$ cat src/rtl/lcd_bus_responder.sv
// Target-side model of an 8-bit HD44780-style character-LCD bus with a 2x16 DDRAM.
// Optional LCD_BUSY_EN: writes that arrive while busy are dropped and flagged as protocol errors.
module lcd_bus_responder #(
  parameter int SYNC_STAGES = 2,
  parameter int CMD_CYCLES  = 4,
  parameter int CLR_CYCLES  = 80
) (
  input  logic       clk,
  input  logic       rst_n,
  input  logic       lcd_en,
  input  logic       lcd_rs,
  input  logic       lcd_rw,
  input  logic [7:0] lcd_db,
  input  logic       lcd_rst,
  output logic       cmd_valid,
  output logic       data_valid,
  output logic [7:0] bus_byte,
  output logic [6:0] cur_addr,
  output logic       disp_on,
  output logic       cursor_on,
  output logic       blink_on,
  output logic       entry_inc,
  output logic       busy,
  output logic       proto_err,
  input  logic [4:0] rd_idx,
  output logic [7:0] rd_data
);

  localparam int CNT_MAX = (CLR_CYCLES > CMD_CYCLES) ? CLR_CYCLES : CMD_CYCLES;
  localparam int CW      = $clog2(CNT_MAX + 1);

  // {lcd_rst, lcd_en, lcd_rs, lcd_rw, lcd_db} travel together through one synchroniser.
  logic [SYNC_STAGES-1:0][11:0] r_sync;
  logic       w_rst_s, w_en_s, w_rs_s, w_rw_s;
  logic [7:0] w_db_s;

  assign {w_rst_s, w_en_s, w_rs_s, w_rw_s, w_db_s} = r_sync[SYNC_STAGES-1];

  // NOTE: sequential state uses non-blocking assignments so every flop samples pre-edge values.
  always_ff @(posedge clk or negedge rst_n) begin
    if (!rst_n) r_sync <= '0;
    else        r_sync <= {r_sync[SYNC_STAGES-2:0], lcd_rst, lcd_en, lcd_rs, lcd_rw, lcd_db};
  end

  logic       r_en_d, r_rs_l, r_rw_l;
  logic [7:0] r_db_l;

  always_ff @(posedge clk or negedge rst_n) begin
    if (!rst_n) begin
      r_en_d <= 1'b0;
      r_rs_l <= 1'b0;
      r_rw_l <= 1'b0;
      r_db_l <= '0;
    end else begin
      r_en_d <= w_en_s;
      if (w_en_s) {r_rs_l, r_rw_l, r_db_l} <= {w_rs_s, w_rw_s, w_db_s};
    end
  end

  logic [6:0]    r_cur_addr;
  logic          r_disp_on, r_cursor_on, r_blink_on, r_entry_inc;
  logic          r_cmd_valid, r_data_valid, r_proto_err;
  logic [7:0]    r_bus_byte;
  logic [CW-1:0] r_busy_cnt;
  logic [31:0]   r_valid;
  logic [7:0]    r_mem [32];

  logic w_wr, w_drop, w_take, w_dl4;
  assign w_wr  = r_en_d & ~w_en_s & ~r_rw_l & w_rst_s;
  assign w_dl4 = ~r_rs_l & (r_db_l[7:4] == 4'b0010);
`ifdef LCD_BUSY_EN
  assign w_drop = w_wr & (r_busy_cnt != '0);
`else
  assign w_drop = 1'b0;
`endif
  assign w_take = w_wr & ~w_drop;

  // Cursor step with wrap between the two 16-column lines.
  function automatic logic [6:0] f_step(input logic [6:0] a, input logic inc);
    if (inc) f_step = (a[3:0] == 4'hF) ? {~a[6], 6'h00} : {a[6], 2'b00, a[3:0] + 4'd1};
    else     f_step = (a[3:0] == 4'h0) ? {~a[6], 2'b00, 4'hF} : {a[6], 2'b00, a[3:0] - 4'd1};
  endfunction

  logic [6:0]    w_nxt_addr;
  logic          w_nxt_disp, w_nxt_cursor, w_nxt_blink, w_nxt_inc;
  logic          w_nxt_cmd, w_nxt_data, w_nxt_err;
  logic [7:0]    w_nxt_byte;
  logic [CW-1:0] w_nxt_cnt;
  logic          w_clr_valid, w_mem_we;
  logic [4:0]    w_wr_idx;

  assign w_wr_idx = {r_cur_addr[6], r_cur_addr[3:0]};

  always_comb begin
    // NOTE: every combinational output is given a default first so no latch can be inferred.
    w_nxt_addr   = r_cur_addr;
    w_nxt_disp   = r_disp_on;
    w_nxt_cursor = r_cursor_on;
    w_nxt_blink  = r_blink_on;
    w_nxt_inc    = r_entry_inc;
    w_nxt_cmd    = 1'b0;
    w_nxt_data   = 1'b0;
    w_nxt_err    = 1'b0;
    w_nxt_byte   = r_bus_byte;
    w_nxt_cnt    = (r_busy_cnt != '0) ? r_busy_cnt - 1'b1 : r_busy_cnt;
    w_clr_valid  = 1'b0;
    w_mem_we     = 1'b0;

    if (w_drop || (w_take && w_dl4)) begin
      w_nxt_err = 1'b1;
    end else if (w_take) begin
      w_nxt_byte = r_db_l;
      w_nxt_cnt  = CW'(CMD_CYCLES);
      if (r_rs_l) begin
        w_mem_we   = 1'b1;
        w_nxt_data = 1'b1;
        w_nxt_addr = f_step(r_cur_addr, r_entry_inc);
      end else begin
        w_nxt_cmd = 1'b1;
        casez (r_db_l)
          8'b1???????: begin
            w_nxt_addr = {r_db_l[6], 2'b00, r_db_l[3:0]};
            w_nxt_err  = (r_db_l[5:4] != 2'b00);
          end
          8'b01??????, 8'b001?????: ;
          8'b0001????: if (!r_db_l[3]) w_nxt_addr = f_step(r_cur_addr, r_db_l[2]);
          8'b00001???: {w_nxt_disp, w_nxt_cursor, w_nxt_blink} = r_db_l[2:0];
          8'b000001??: w_nxt_inc = r_db_l[1];
          8'b0000001?: begin
            w_nxt_addr = '0;
            w_nxt_cnt  = CW'(CLR_CYCLES);
          end
          8'b00000001: begin
            w_clr_valid = 1'b1;
            w_nxt_addr  = '0;
            w_nxt_inc   = 1'b1;
            w_nxt_cnt   = CW'(CLR_CYCLES);
          end
          default: ;
        endcase
      end
    end

    // The driver's LCD reset overrides any event seen in the same cycle.
    if (!w_rst_s) begin
      w_nxt_addr   = '0;
      w_nxt_disp   = 1'b0;
      w_nxt_cursor = 1'b0;
      w_nxt_blink  = 1'b0;
      w_nxt_inc    = 1'b1;
      w_nxt_cmd    = 1'b0;
      w_nxt_data   = 1'b0;
      w_nxt_err    = 1'b0;
      w_nxt_byte   = '0;
      w_nxt_cnt    = '0;
      w_clr_valid  = 1'b1;
      w_mem_we     = 1'b0;
    end
  end

  always_ff @(posedge clk or negedge rst_n) begin
    if (!rst_n) begin
      r_cur_addr   <= '0;
      r_disp_on    <= 1'b0;
      r_cursor_on  <= 1'b0;
      r_blink_on   <= 1'b0;
      r_entry_inc  <= 1'b1;
      r_cmd_valid  <= 1'b0;
      r_data_valid <= 1'b0;
      r_proto_err  <= 1'b0;
      r_bus_byte   <= '0;
      r_busy_cnt   <= '0;
      r_valid      <= '0;
    end else begin
      r_cur_addr   <= w_nxt_addr;
      r_disp_on    <= w_nxt_disp;
      r_cursor_on  <= w_nxt_cursor;
      r_blink_on   <= w_nxt_blink;
      r_entry_inc  <= w_nxt_inc;
      r_cmd_valid  <= w_nxt_cmd;
      r_data_valid <= w_nxt_data;
      r_proto_err  <= w_nxt_err;
      r_bus_byte   <= w_nxt_byte;
      r_busy_cnt   <= w_nxt_cnt;
      if (w_clr_valid)   r_valid <= '0;
      else if (w_mem_we) r_valid[w_wr_idx] <= 1'b1;
    end
  end

  // NOTE: the byte array has no reset; the per-cell valid bits define what reads return.
  always_ff @(posedge clk) begin
    if (w_mem_we) r_mem[w_wr_idx] <= r_db_l;
  end

  assign cmd_valid  = r_cmd_valid;
  assign data_valid = r_data_valid;
  assign bus_byte   = r_bus_byte;
  assign cur_addr   = r_cur_addr;
  assign disp_on    = r_disp_on;
  assign cursor_on  = r_cursor_on;
  assign blink_on   = r_blink_on;
  assign entry_inc  = r_entry_inc;
  assign busy       = (r_busy_cnt != '0);
  assign proto_err  = r_proto_err;
  assign rd_data    = r_valid[rd_idx] ? r_mem[rd_idx] : 8'h20;

endmodule

$ cat config.mk
export PLATFORM = sky130hd
export DESIGN_NAME = lcd_bus_responder
export DESIGN_NICKNAME = d
export VERILOG_FILES = /design/src/rtl/lcd_bus_responder.sv
export SDC_FILE = /design/constraint.sdc
export NUM_CORES = 1
export LEC_CHECK = 0
export BUFFER_PORTS_ARGS = -buffer_cell sky130_fd_sc_hd__buf_4
export CAP_MARGIN = 20
export CORE_UTILIZATION = 35
export CTS_BUF_LIST = sky130_fd_sc_hd__clkbuf_2 sky130_fd_sc_hd__clkbuf_4 sky130_fd_sc_hd__clkbuf_8
export CTS_CLUSTER_DIAMETER = 30
export DETAILED_ROUTE_END_ITERATION = 6
export PLACE_DENSITY = 0.51
export SLEW_MARGIN = 20
export SYNTH_ARGS = -nofsm -noshare
export SYNTH_HDL_FRONTEND = slang
export SYNTH_SLANG_ARGS = --single-unit
$ cat constraint.sdc
create_clock -name clk -period 2.92 [get_ports clk]
set_clock_uncertainty 0.2 [all_clocks]
set_input_delay 0.292 -clock clk [delete_from_list [all_inputs] [get_ports clk]]
set_output_delay 0.292 -clock clk [all_outputs]
set_load 0.02 [all_outputs]
==> impl_metrics.env, run 1 <==
export IMPL_synth_top_cell_area_share=0.531
export IMPL_synth_edf_count=256
export IMPL_grt_pass1_wl_um=54400
export IMPL_die_area_mm2=0.0422
export IMPL_worstMarginPinSlew_ns=0.821
export IMPL_fin_nets=1120
export IMPL_portBuffers=47
export IMPL_cts_sinks=350
export IMPL_cts_tree="built"
export IMPL_avgRoutedWirePerCell_um=20.9
export IMPL_cp_end_kind="primary output"
export IMPL_syn_avg_cell_area_um2=15.8
export IMPL_rows=74
export IMPL_final_common_cell="edfxtp_1"
export IMPL_synth_seq_cells=350
export IMPL_cts_buffers=84
export IMPL_vias_per_cell=5.09
export IMPL_synth_ff_type="edfxtp_1"
export IMPL_slew_viol_final=0
export IMPL_die_w_um=205
export IMPL_stdcell_area_mm2=0.0180
export IMPL_grt_start_max_net_pins=46
export IMPL_crit_required_ns=2.43
export IMPL_die_y_um=205
export IMPL_fin_crit_sh=1.02
export IMPL_worstRegToRegCells=7
export IMPL_drc_errors=0
export IMPL_grt_usage=0.174
export IMPL_cts_root_buffer="clkbuf_8"
export IMPL_cap_violations=0
export IMPL_core_area_mm2=0.0408
export IMPL_utilization=0.442
export IMPL_drtIter0Drc=565
export IMPL_routed_wl_um=35300
export IMPL_seqCellArea_mm2=0.0100
export IMPL_clkTransAtPathRegs_ns=0.06
export IMPL_slowest_delay_ns=0.47
export IMPL_rsz0062_at_grt="yes"
export IMPL_slew_headroom=0.452
export IMPL_outcome="finished, violations left"
export IMPL_crit_slowest_cell="mux4_2"
export IMPL_hold_violations=0
export IMPL_cp_max_fo=8
export IMPL_grt_overflow_total=0
export IMPL_synth_area_leaders="edfxtp_1 (53%), dfrtp_1 (16%), mux4_2 (5.9%)"
export IMPL_dpl_hpwl_um=22300
export IMPL_worst_slack_ns=-0.0526
export IMPL_grt_pass1_vias=9092
export IMPL_gp_congestion=0.777
export IMPL_netlist_instances=916
export IMPL_async_reset_ff_frac=0.269
export IMPL_yosysTopAreaCell="edfxtp_1"
export IMPL_areaGrowthSynthToFinish_pct=24.5
export IMPL_setup_viol_count_final=8
export IMPL_dpl_cell_area_mm2=0.0159
export IMPL_vias=8615
export IMPL_critPathKind="register to primary output"
export IMPL_grt_antenna_before_repair=0
export IMPL_max_freq_mhz=336
export IMPL_max_clock_path_buffers=3
export IMPL_violations="setup timing"
export IMPL_path_cells="mux4_2 > mux2_2 > nand3b_1 > nand4_4 > o211a_4 > buf_6"
export IMPL_synth_cell_type_count=75
export IMPL_first_pass_iters=5
export IMPL_fin_crit_ns=2.97
export IMPL_multi_input_area_mm2=0.00409
export IMPL_ant_nets=0
export IMPL_drive_gt1_frac=0.316
export IMPL_powerDensity_mw_per_mm2=750
export IMPL_hold_path_class="input pin to register"
export IMPL_worst_hold_slack_ns=0.135
export IMPL_leakagePower_nw=6.82
export IMPL_max_vdd_ir_drop_v=0.000665
export IMPL_antenna_cells=0
export IMPL_fillers=3670
export IMPL_setup_tns_ns=-0.321
export IMPL_postCtsSetupBuffers=0
export IMPL_initial_core_util=0.355
export IMPL_htree_levels=3
export IMPL_rrSetupSlack_ns=0.38
export IMPL_syn_cell_area_mm2=0.0145
export IMPL_ys_seq_area_frac=0.693
export IMPL_ys_warn_count=0
export IMPL_ioPinCount=50
export IMPL_final_cell_mix="edfxtp_1 (256), buf_4 (119), dfrtp_1 (93), clkbuf_8 (85), nor2_1 (83)"
export IMPL_crit_arrival_ns=2.48
export IMPL_clock_latency_ns=0.61
export IMPL_cp_start_kind="register"
export IMPL_holdPathStages=2
cell families after synthesis:
family,synth area share
buf+inv,0.0264
mux,0.120
compound gates,0.0767
fa+ha+maj,0.00518
other cells,0.000259
flops,0.693
xor+xnor,0.00423
simple gates,0.0732
repair_timing:
| item | CTS | global route |
|---|---|---|
| endpoints found under the setup margin | 8 | 8 |
| gates resized for setup | 11 | 2 |
| pin swaps | 8 | 5 |
| hold buffers | 15 | 0 |
| hold endpoints to repair | 105 | 0 |
stage by stage:
| step | instances | power (mW) | setup slack, ns |
|---|---|---|---|
| 2_1_floorplan | 917 | 6.52 | 0.480 |
| 3_3_place_gp | 1526 | 6.99 | 0.210 |
| 3_5_place_dp | 1526 | 7.00 | 0.206 |
| 4_1_cts | 1694 | 13.7 | -0.124 |
| 5_1_grt | 1694 | 14.1 | -0.136 |
| 6_report | 1694 | 13.5 | -0.0526 |
critical path: cells and delay by family, from the launching register on:
family	cells	cell delay, ns
simple gates	2	0.37
compound gates	1	0.25
flops	1	0.37
buf+inv	1	0.13
mux	2	0.74
path summary, 6_finish.rpt:
check	from	end
max reg2reg	cur_addr[1]$_DFFE_PN0P_	cur_addr[6]$_DFFE_PN0P_
max	r_valid[19]$_DFFE_PN0P_	rd_data[0]
max in group asynchronous	rst_n	entry_inc$_DFFE_PN1P_
min in group asynchronous	rst_n	r_valid[3]$_DFFE_PN0P_
min reg2reg	r_sync[3]$_DFF_PN0_	r_sync[15]$_DFF_PN0_
min	lcd_rst	r_sync[11]$_DFF_PN0_
metal layers:
layer  wire [um]  part of all wire  GRT usage  vias up
li1            -                 -          -     3937
met5           0                 0          0        -
met4         751             0.021     0.0680        0
met2       16700              0.47      0.274      201
met1       16400              0.46      0.237     4423
met3        1460             0.041     0.0353       54
cells in the mapped netlist, types with 4 or more instances:
cell,number
edfxtp_1,256
dfrtp_1,93
nor2_1,83
mux2i_1,70
a21oi_1,55
mux4_2,38
o21ai_0,25
clkbuf_1,24
a221oi_1,22
nand2_1,22
nand3_1,22
mux2_2,13
nor3_1,13
buf_6,12
nor3b_1,10
and2_1,9
a22o_2,8
buf_2,8
a221o_1,7
a22oi_1,7
o211a_1,7
ha_1,6
inv_1,6
nor2_2,6
a31oi_1,5
nor2b_1,5
and3_1,4
buf_1,4
buf_4,4
nand2b_1,4
nand3b_1,4
or3b_2,4
xnor2_1,4
power by group:
part	total [mW]	switching, mW	internal (mW)	leakage (nW)
sequential	5.64	0.129	5.51	3.52
clock	6.60	2.36	4.24	0.981
combinational	1.28	0.775	0.509	2.32
layout make-up:
class,instances,area share
clock buffers,98,0.0703
clock inverters,55,0.0375
inverters,8,0.00167
multi-input cells,503,0.227
flip-flops and latches,350,0.557
well taps,532,0.0369
repair buffers,148,0.0701
flip-flops by register name, indices dropped and copies added (netlist names):
register,count
cursor_on,1
proto_err,1
r_sync,24
entry_inc,1
r_rs_l,1
bus_byte,8
r_busy_cnt,7
cur_addr,5
blink_on,1
r_mem,256
cmd_valid,1
r_valid,32
r_db_l,8
data_valid,1
r_en_d,1
r_rw_l,1
disp_on,1
Note: power is estimated with default switching activity, not from simulation.
==> run 2, diff against run 1 <==
ABC_AREA = 1   (was default)
==> run 2 against run 1 <==
The run now ends clean. Cell count increased by 26%. Area after synthesis is 1.7% higher. Hold slack worse by 0.11 ns. Highest routed layer unchanged.
==> impl_metrics.env, run 2 <==
export IMPL_crit_arrival_ns=2.29
export IMPL_placed_cells=1975
export IMPL_stdcell_area_mm2=0.0179
export IMPL_pwr_share_clk=0.459
export IMPL_async_reset_ff_frac=0.269
export IMPL_antenna_cells=0
export IMPL_clkTransAtPathRegs_ns=0.06
export IMPL_dpl_cell_area_mm2=0.0160
export IMPL_ys_seq_area_frac=0.682
export IMPL_die_w_um=207
export IMPL_crit_required_ns=2.43
export IMPL_largest_reg_flops=256
export IMPL_setup_viol_count_final=0
export IMPL_drc_errors=0
export IMPL_dpl_hpwl_um=23600
export IMPL_cap_violations=0
export IMPL_drive_gt1_frac=0.176
export IMPL_max_freq_mhz=360
export IMPL_final_common_cell="nor2_1"
export IMPL_grt_overflow_total=0
export IMPL_grt_start_max_net_pins=79
export IMPL_seqCellArea_mm2=0.0100
export IMPL_powerDensity_mw_per_mm2=718
export IMPL_p_comb_frac=0.104
export IMPL_swShare=0.258
export IMPL_synth_cell_type_count=37
export IMPL_rrSetupSlack_ns=0.55
export IMPL_synth_seq_cells=350
export IMPL_htree_levels=3
export IMPL_setup_tns_ns=0
export IMPL_grt_pass1_vias=10552
export IMPL_p_int_mw=9.52
export IMPL_critPathKind="register to primary output"
export IMPL_utilization=0.433
export IMPL_cts_sinks=350
export IMPL_vias_per_cell=4.86
export IMPL_drtIter0Drc=800
export IMPL_vias=10362
export IMPL_cp_max_fo=8
export IMPL_outcome="completed"
export IMPL_final_cell_mix="nor2_1 (293), edfxtp_1 (256), nand2_1 (242), nand3_1 (140), o21ai_0 (131)"
export IMPL_max_vdd_ir_drop_v=0.000364
export IMPL_rows=74
export IMPL_hold_violations=0
export IMPL_cp_end_kind="primary output"
export IMPL_ys_warn_count=0
export IMPL_synth_adder_area_share=0.00510
export IMPL_gp_congestion=0.856
export IMPL_fin_crit_sh=0.952
export IMPL_leakagePower_nw=7.14
export IMPL_max_clock_path_buffers=3
export IMPL_worstMarginPinSlew_ns=0.642
export IMPL_cts_root_buffer="clkbuf_8"
export IMPL_core_area_mm2=0.0412
export IMPL_initial_core_util=0.358
export IMPL_slew_headroom=0.572
export IMPL_rsz0062_at_grt="no"
export IMPL_syn_avg_cell_area_um2=10.6
export IMPL_synth_top_family_by_area="simple AND/OR/NAND/NOR gates"
export IMPL_grt_pass1_wl_um=61400
export IMPL_syn_cell_area_mm2=0.0147
export IMPL_grt_antenna_before_repair=0
export IMPL_grt_usage=0.187
export IMPL_multi_input_area_mm2=0.00403
export IMPL_stdcell_count=2132
export IMPL_synth_edf_count=256
export IMPL_fin_crit_ns=2.78
export IMPL_power_mw=12.8
export IMPL_areaGrowthSynthToFinish_pct=21.2
export IMPL_synth_compound_area_frac=0.0617
export IMPL_p_seq_frac=0.437
export IMPL_fillers=3949
export IMPL_portBuffers=47
export IMPL_synth_most_common_cell="nor2_1"
export IMPL_clock_latency_ns=0.61
export IMPL_regMostFlops="r_mem"
export IMPL_ant_nets=0
export IMPL_netlist_instances=1395
export IMPL_yosys_top_cells_count="nor2_1 (293), edfxtp_1 (256), nand2_1 (242)"
export IMPL_hold_path_class="input pin to asynchronous set/reset pin"
export IMPL_synth_area_mux_share=0
export IMPL_die_area_mm2=0.0429
export IMPL_yosysTopAreaCell="edfxtp_1"
export IMPL_fin_nets=1563
export IMPL_synth_top_cell_area_share=0.522
export IMPL_cts_resized=0
export IMPL_switchingPower_mw=3.30
export IMPL_avgRoutedWirePerCell_um=18.4
export IMPL_cp_start_kind="register"
export IMPL_yosys_area_share_simple=0.202
export IMPL_first_pass_iters=5
export IMPL_synth_ff_type="edfxtp_1"
export IMPL_synthXorXnorAreaFrac=0.00476
export IMPL_routed_wl_um=39200
export IMPL_cts_buffers=80
export IMPL_ioPinCount=50
export IMPL_reg_top3="r_mem (256), r_valid (32), r_sync (24)"
export IMPL_synth_area_leaders="edfxtp_1 (52%), dfrtp_1 (16%), nor2_1 (7.5%)"
export IMPL_slew_viol_final=0
export IMPL_die_y_um=207
export IMPL_cts_tree="built"
[run 2: cell count changes in the layout (fill, tap and decap cells not counted), sizes merged, moves of 39 or more]
cell	change
nor2	+222
nand2	+221
nand3	+120
o21ai	+112
mux2i	-70
inv	+66
a21oi	-42
mux4	-39
[run 2: critical path, stage by stage, from the launching register on]
cell	delay, ns
dfrtp_1	0.42
inv_1	0.10
ha_1	0.17
inv_1	0.05
nor4_1	0.38
clkinv_1	0.33
buf_4	0.25
[run 2: power groups by stage]
| stage | logic (mW) | registers, mW | clock network, mW |
|---|---|---|---|
| finish | 1.34 | 5.60 | 5.89 |
| CTS | 1.35 | 5.60 | 6.02 |
| global route | 1.48 | 5.61 | 6.28 |
| detailed placement | 1.33 | 5.69 | 0 |
| floorplan | 0.769 | 5.74 | 0 |
| global placement | 1.32 | 5.69 | 0 |
[run 2: final cells by class]
cell class / count / area share
repair buffers: 129 / 0.0616
well taps: 532 / 0.0373
clock buffers: 94 / 0.0679
inverters: 78 / 0.0166
clock inverters: 50 / 0.0286
flip-flops and latches: 350 / 0.562
multi-input cells: 899 / 0.226
[run 2: kinds of logic (layout without fill, tap and decap cells)]
group,Yosys count,after routing
buffers and inverters,147,351
AND/OR/NAND/NOR,713,713
AO/OA/AOI/OAI,170,170
flip-flops,350,350
adder cells (fa/ha/maj),6,6
other,1,2
XOR/XNOR,8,8
[run 2: metal layers]
metal | up-vias | global-route usage | wire length [um]
li1 | 5009 | - | -
met4 | 0 | 0.0672 | 906
met2 | 283 | 0.301 | 18400
met1 | 5001 | 0.249 | 17900
met3 | 69 | 0.0390 | 1960
met5 | - | 0 | 0
[run 2: final timing paths]
| kind | from | endpoint | cells past startpoint |
|---|---|---|---|
| max | r_busy_cnt[0]$_DFF_PN0_ | busy | 6 |
| min | rst_n | r_sync[20]$_DFF_PN0_ | 2 |
| max reg2reg | r_sync[22]$_DFF_PN0_ | r_mem[2][6]$_DFFE_PP_ | 6 |
| min reg2reg | r_sync[6]$_DFF_PN0_ | r_sync[18]$_DFF_PN0_ | 0 |
| max in group asynchronous | rst_n | r_valid[31]$_DFFE_PN0P_ | 3 |
| min in group clk | lcd_rst | r_sync[11]$_DFF_PN0_ | 2 |
[run 2: repair_timing]
item | in CTS | in global routing
hold endpoints to repair | 101 | 0
setup buffers | 0 | 0
hold buffers | 13 | 0
[run 2: per-stage QoR]
| step | worst slack (ns) | hold WS, ns |
|---|---|---|
| after floorplan | 0.696 | -0.204 |
| after global placement | 0.455 | 0.132 |
| after detailed placement | 0.457 | 0.135 |
| after CTS | 0.0948 | 0.0190 |
| after global routing | 0.00198 | 0.0643 |
| final | 0.139 | 0.0287 |
